### config.mk
export PLATFORM = sky130hd
export DESIGN_NAME = button_cmd_scheduler
export DESIGN_NICKNAME = d
export VERILOG_FILES = /design/src/rtl/button_cmd_scheduler.sv
export SDC_FILE = /design/constraint.sdc
export NUM_CORES = 1
export LEC_CHECK = 0
export BUFFER_PORTS_ARGS = -buffer_cell sky130_fd_sc_hd__buf_2
export CELL_PAD_IN_SITES_DETAIL_PLACEMENT = 1
export CELL_PAD_IN_SITES_GLOBAL_PLACEMENT = 2
export CORE_UTILIZATION = 27
export DETAILED_ROUTE_END_ITERATION = 10
export GPL_ROUTABILITY_DRIVEN = 0
export PLACE_DENSITY_LB_ADDON = 0.25
export SYNTH_ARGS = -nofsm -noshare
export SYNTH_HDL_FRONTEND = slang
export SYNTH_SLANG_ARGS = --single-unit
### constraint.sdc
create_clock -name clk -period 1.4 [get_ports clk]
set_input_delay 0 -clock clk [delete_from_list [all_inputs] [get_ports clk]]
set_output_delay 0 -clock clk [all_outputs]
set_load 0.02 [all_outputs]
### src/rtl/button_cmd_scheduler.sv
// button_cmd_scheduler: arbitrates button press pulses into one valid/ready command stream
// Ports:
//   clk        system clock, rising edge
//   rst        asynchronous active-low reset
//   btn_press  one-cycle press pulses per button
//   btn_level  debounced held levels per button (used only with auto-repeat)
//   cmd_ready  consumer accepts the offered command
//   cmd_valid  command offered
//   cmd_id     index of the offered button
//   cmd_repeat offered command is an auto-repeat
//   cmd_drop   sticky flag: an event hit an already-pending slot
// Define BTN_AUTOREPEAT_EN to build the hold-to-repeat tracker.
module button_cmd_scheduler #(
    parameter int N_BTN         = 4,
    parameter int ID_W          = 2,
    parameter int HOLD_CYCLES   = 50_000_000,
    parameter int REPEAT_CYCLES = 10_000_000,
    parameter int CNT_W         = 27
) (
    input  logic             clk,
    input  logic             rst,
    input  logic [N_BTN-1:0] btn_press,
    input  logic [N_BTN-1:0] btn_level,
    input  logic             cmd_ready,
    output logic             cmd_valid,
    output logic [ID_W-1:0]  cmd_id,
    output logic             cmd_repeat,
    output logic             cmd_drop
);
    typedef enum logic {IDLE, OFFER} state_t;
    state_t state, state_d;
    logic [N_BTN-1:0] pending, rep, hit, clr, set, load;
    logic [ID_W-1:0]  sel, trk_id, id_d;
    logic             tick, accept, valid_d, rpt_d;

    assign accept = (state == OFFER) && cmd_ready;

    genvar g;
    for (g = 0; g < N_BTN; g++) begin : slot
        assign hit[g] = tick && (trk_id == ID_W'(g));
        assign clr[g] = accept && (cmd_id == ID_W'(g));
    end

    // A set lands when the slot is free or being cleared this cycle; otherwise it is dropped.
    assign set  = btn_press | hit;
    assign load = set & (~pending | clr);

    always_comb begin
        sel = '0;
        for (int i = N_BTN - 1; i >= 0; i--)
            if (pending[i]) sel = ID_W'(i);
    end

    always_comb begin
        state_d = state;
        valid_d = cmd_valid;
        id_d    = cmd_id;
        rpt_d   = cmd_repeat;
        if (state == IDLE) begin
            if (|pending) begin
                state_d = OFFER;
                valid_d = 1'b1;
                id_d    = sel;
                rpt_d   = rep[sel];
            end
        end else if (cmd_ready) begin
            state_d = IDLE;
            valid_d = 1'b0;
        end
    end

    always_ff @(posedge clk or negedge rst) begin
        if (!rst) begin
            state      <= IDLE;
            cmd_valid  <= 1'b0;
            cmd_id     <= '0;
            cmd_repeat <= 1'b0;
            cmd_drop   <= 1'b0;
            pending    <= '0;
            rep        <= '0;
        end else begin
            state      <= state_d;
            cmd_valid  <= valid_d;
            cmd_id     <= id_d;
            cmd_repeat <= rpt_d;
            cmd_drop   <= cmd_drop | (|(set & pending & ~clr));
            pending    <= set | (pending & ~clr);
            rep        <= (rep & ~load) | (load & hit & ~btn_press);
        end
    end

`ifdef BTN_AUTOREPEAT_EN
    logic             trk_on, first, held;
    logic [CNT_W-1:0] cnt;

    assign held = trk_on && btn_level[trk_id];
    // The first tick waits the hold time; later ticks use the shorter repeat period.
    assign tick = held && (cnt == (first ? CNT_W'(HOLD_CYCLES - 1) : CNT_W'(REPEAT_CYCLES - 1)));

    always_ff @(posedge clk or negedge rst) begin
        if (!rst) begin
            trk_on <= 1'b0;
            trk_id <= '0;
            first  <= 1'b1;
            cnt    <= '0;
        end else if (accept && !cmd_repeat) begin
            trk_on <= 1'b1;
            trk_id <= cmd_id;
            first  <= 1'b1;
            cnt    <= '0;
        end else if (!held) begin
            trk_on <= 1'b0;
            cnt    <= '0;
        end else if (tick) begin
            first  <= 1'b0;
            cnt    <= '0;
        end else begin
            cnt    <= cnt + 1'b1;
        end
    end
`else
    logic unused_level;
    assign unused_level = ^btn_level;
    assign tick         = 1'b0;
    assign trk_id       = '0;
`endif
endmodule

==> results.yml <==
setup_path:
  critPathRequiredTime_ps: 1550
  critPathSlowestCell: "or4_4"
  rrSetupSlack_ps: 110
  endpoint_kind: "flop"
  reg2reg_to: "cmd_repeat$_DFFE_PN0P_"
  rr_worst_depth: 3
  reg2reg_from: "pending[2]$_DFF_PN0_"
  path_cells: "or4_4 -> a21oi_2 -> a41oi_1"
  criticalPathCategory: "flop to flop"
  cp_top_family: "simple AND/OR/NAND/NOR gates"
  critPathBufInv: 0
  critPathArrivalTime_ps: 1440
  worstSetupStartpointType: "flop"
  worstPathMaxFanout: 3
  crit_path_max_incr_delay_ps: 560
clock_tree:
  clk_transition_reported_paths_ps: 90
  htree_levels: 1
  cts_root_buffer: "clkbuf_4"
  cts_tree: "done"
  cts_sinks: 14
  clockBufferDepth: 2
  clk_latency_ps: 270
  numCtsBuffers: 3
  post_cts_resized: 0
timing:
  rsz0062_at_grt: "false"
  max_freq_mhz: 775
  setup_tns_ps: 0
  finalCritPeriodShare: 0.922
  slew_headroom: 0.787
  worst_slew_pin_slew_ps: 320
  fin_crit_ps: 1290
  hold_viol_final: 0
  finalMaxSlewViolations: 0
  finalSetupViolCount: 0
  fin_ws_ps: 110
  clock_skew_ps: 3.10
status:
  outcome: "finished clean"
cells_and_area:
  fin_util: 0.380
  diodes: 0
  fill_cells: 271
  final_cells: 113
  drive_gt1_frac: 0.259
  syn2layout_area_growth_pct: 32.3
  multi_input_area_sq_um: 260
  regArea_sq_um: 350
  fin_nets: 98
route:
  ant_nets: 0
  routed_via_density: 4.81
  post_drt_wl_per_cell_microns: 14.5
  drt_wl_total_microns: 1640
  drc: 0
  first_pass_iters: 3
  drt_iter0_drc: 3
  vias: 544
synth:
  yosys_register_bits: 14
  synth_area_per_cell_sq_um: 10.4
  yosysWarnings: 0
  synthTopCellsByArea: "dfrtp_1 55%, nand2b_1 4.9%, o21ai_1 3.2%"
  ys.flop_type: "dfrtp_1"
  synth_area_leader_cell: "dfrtp_1"
  netlist_area_sq_um: 634
  synth_edf_count: 0
  async_flop_share: 1.00
  yosys.area.top_type_share: 0.552
  synth.distinct_cells: 27
  ys_seq_area_frac: 0.552
  synth_commonest_cells: "14 x dfrtp_1, 5 x inv_1, 5 x nand2b_1"
  synthCells: 61
  syn_nets: 72
  yosysMostFrequentCell: "dfrtp_1"
flow_run:
  cap_viol_max_count: 0
die:
  core_sq_um: 2210
  die_x_microns: 50.5
  core.rowCount: 17
  initial_core_util: 0.287
  fp.dieH_microns: 50.5
  num_io_pins: 16
  dieArea_sq_um: 2550
grt:
  grt_pass1_vias: 611
  grt_use_total: 0.157
  overflow: 0
  grt_max_degree: 15
  antenna_found_initial: 0
  grt_first_pass_wirelength_microns: 2910
placed_design:
  place_inst: 104
  hpwl_microns: 1170
  pre_cts_slack_ps: 120
  port_buffers: 11
power_and_ir_drop:
  switching_share: 0.286
  power_density_nw_per_um2: 988
  p_int_uw: 592
  seqPwrFrac: 0.546
  ir_drop_uv: 412
  power.switching_uw: 237
  p_leak_uw: 0.000380
  pwr-share-clk: 0.274
  combPwrFrac: 0.180
  power.total_uw: 829
hold_path:
  min_path_type: "primary input to asynchronous set/reset pin"
[repair_timing]
action,in CTS,in global routing
hold buffers,6,0
endpoints found under the hold margin,23,0
setup buffers,0,0
[how the worst max path moves through the flow]
stage          slack (ps)                  from                     end  cells past startpoint
2_1_floorplan         120  pending[2]$_DFF_PN0_  cmd_repeat$_DFFE_PN0P_                      3
3_3_place_gp          130  pending[2]$_DFF_PN0_  cmd_repeat$_DFFE_PN0P_                      3
3_5_place_dp          120  pending[2]$_DFF_PN0_  cmd_repeat$_DFFE_PN0P_                      3
4_1_cts               100  pending[2]$_DFF_PN0_  cmd_repeat$_DFFE_PN0P_                      3
5_1_grt                20  pending[2]$_DFF_PN0_   cmd_valid$_DFFE_PN0P_                      3
6_report              110  pending[2]$_DFF_PN0_  cmd_repeat$_DFFE_PN0P_                      3
[kinds of logic after synthesis]
group / synth area share
compound gates: 0.235
simple gates: 0.176
flops: 0.552
buf+inv: 0.0375
[power by group through the flow]
stage,clock network (uW),logic (uW),registers (uW)
final,227,149,453
after global routing,251,167,457
after CTS,241,151,454
after detailed placement,0,137,462
after global placement,0,135,462
after floorplan,0,54.8,476
[final cells by class]
type / instances / share of cell area
Timing Repair Buffer: 22 / 0.182
Inverter: 5 / 0.0224
Clock buffer: 3 / 0.0268
Sequential cell: 14 / 0.417
Multi-Input combinational cell: 41 / 0.310
Tap cell: 28 / 0.0417
[metal layers]
metal,track usage,wire (microns),part of all wire,vias to the layer above
li1,-,-,-,268
met1,0.200,765,0.47,267
met2,0.260,826,0.50,7
met3,0.0273,38,0.023,2
met4,0.0694,13,0.0079,0
met5,0,0,0,-
[stage by stage]
step | hold WS [ps] | instance area, sq um
CTS | 155 | 840
global placement | -80.1 | 757
detailed placement | -74.0 | 757
finish | 140 | 840
global route | 175 | 840
floorplan | -296 | 634
[state kept, by name, summed over array words and instances, names as in the netlist]
register and cells:
cmd_id 2, pending 4, rep 4, cmd_repeat 1, cmd_drop 1, cmd_valid 1, state 1
[cells in the final DEF (no fill, tap or decap), types with 2 or more instances in the layout]
cell type / n
dfrtp_1: 14
buf_2: 11
dlygate4sd3_1: 6
nand2b_1: 5
inv_1: 5
buf_4: 5
nand2_1: 4
o21ai_1: 4
nor2_1: 4
a21oi_1: 3
clkbuf_4: 3
a21boi_1: 2
a21boi_0: 2
Power figures use the tool's default switching activity.
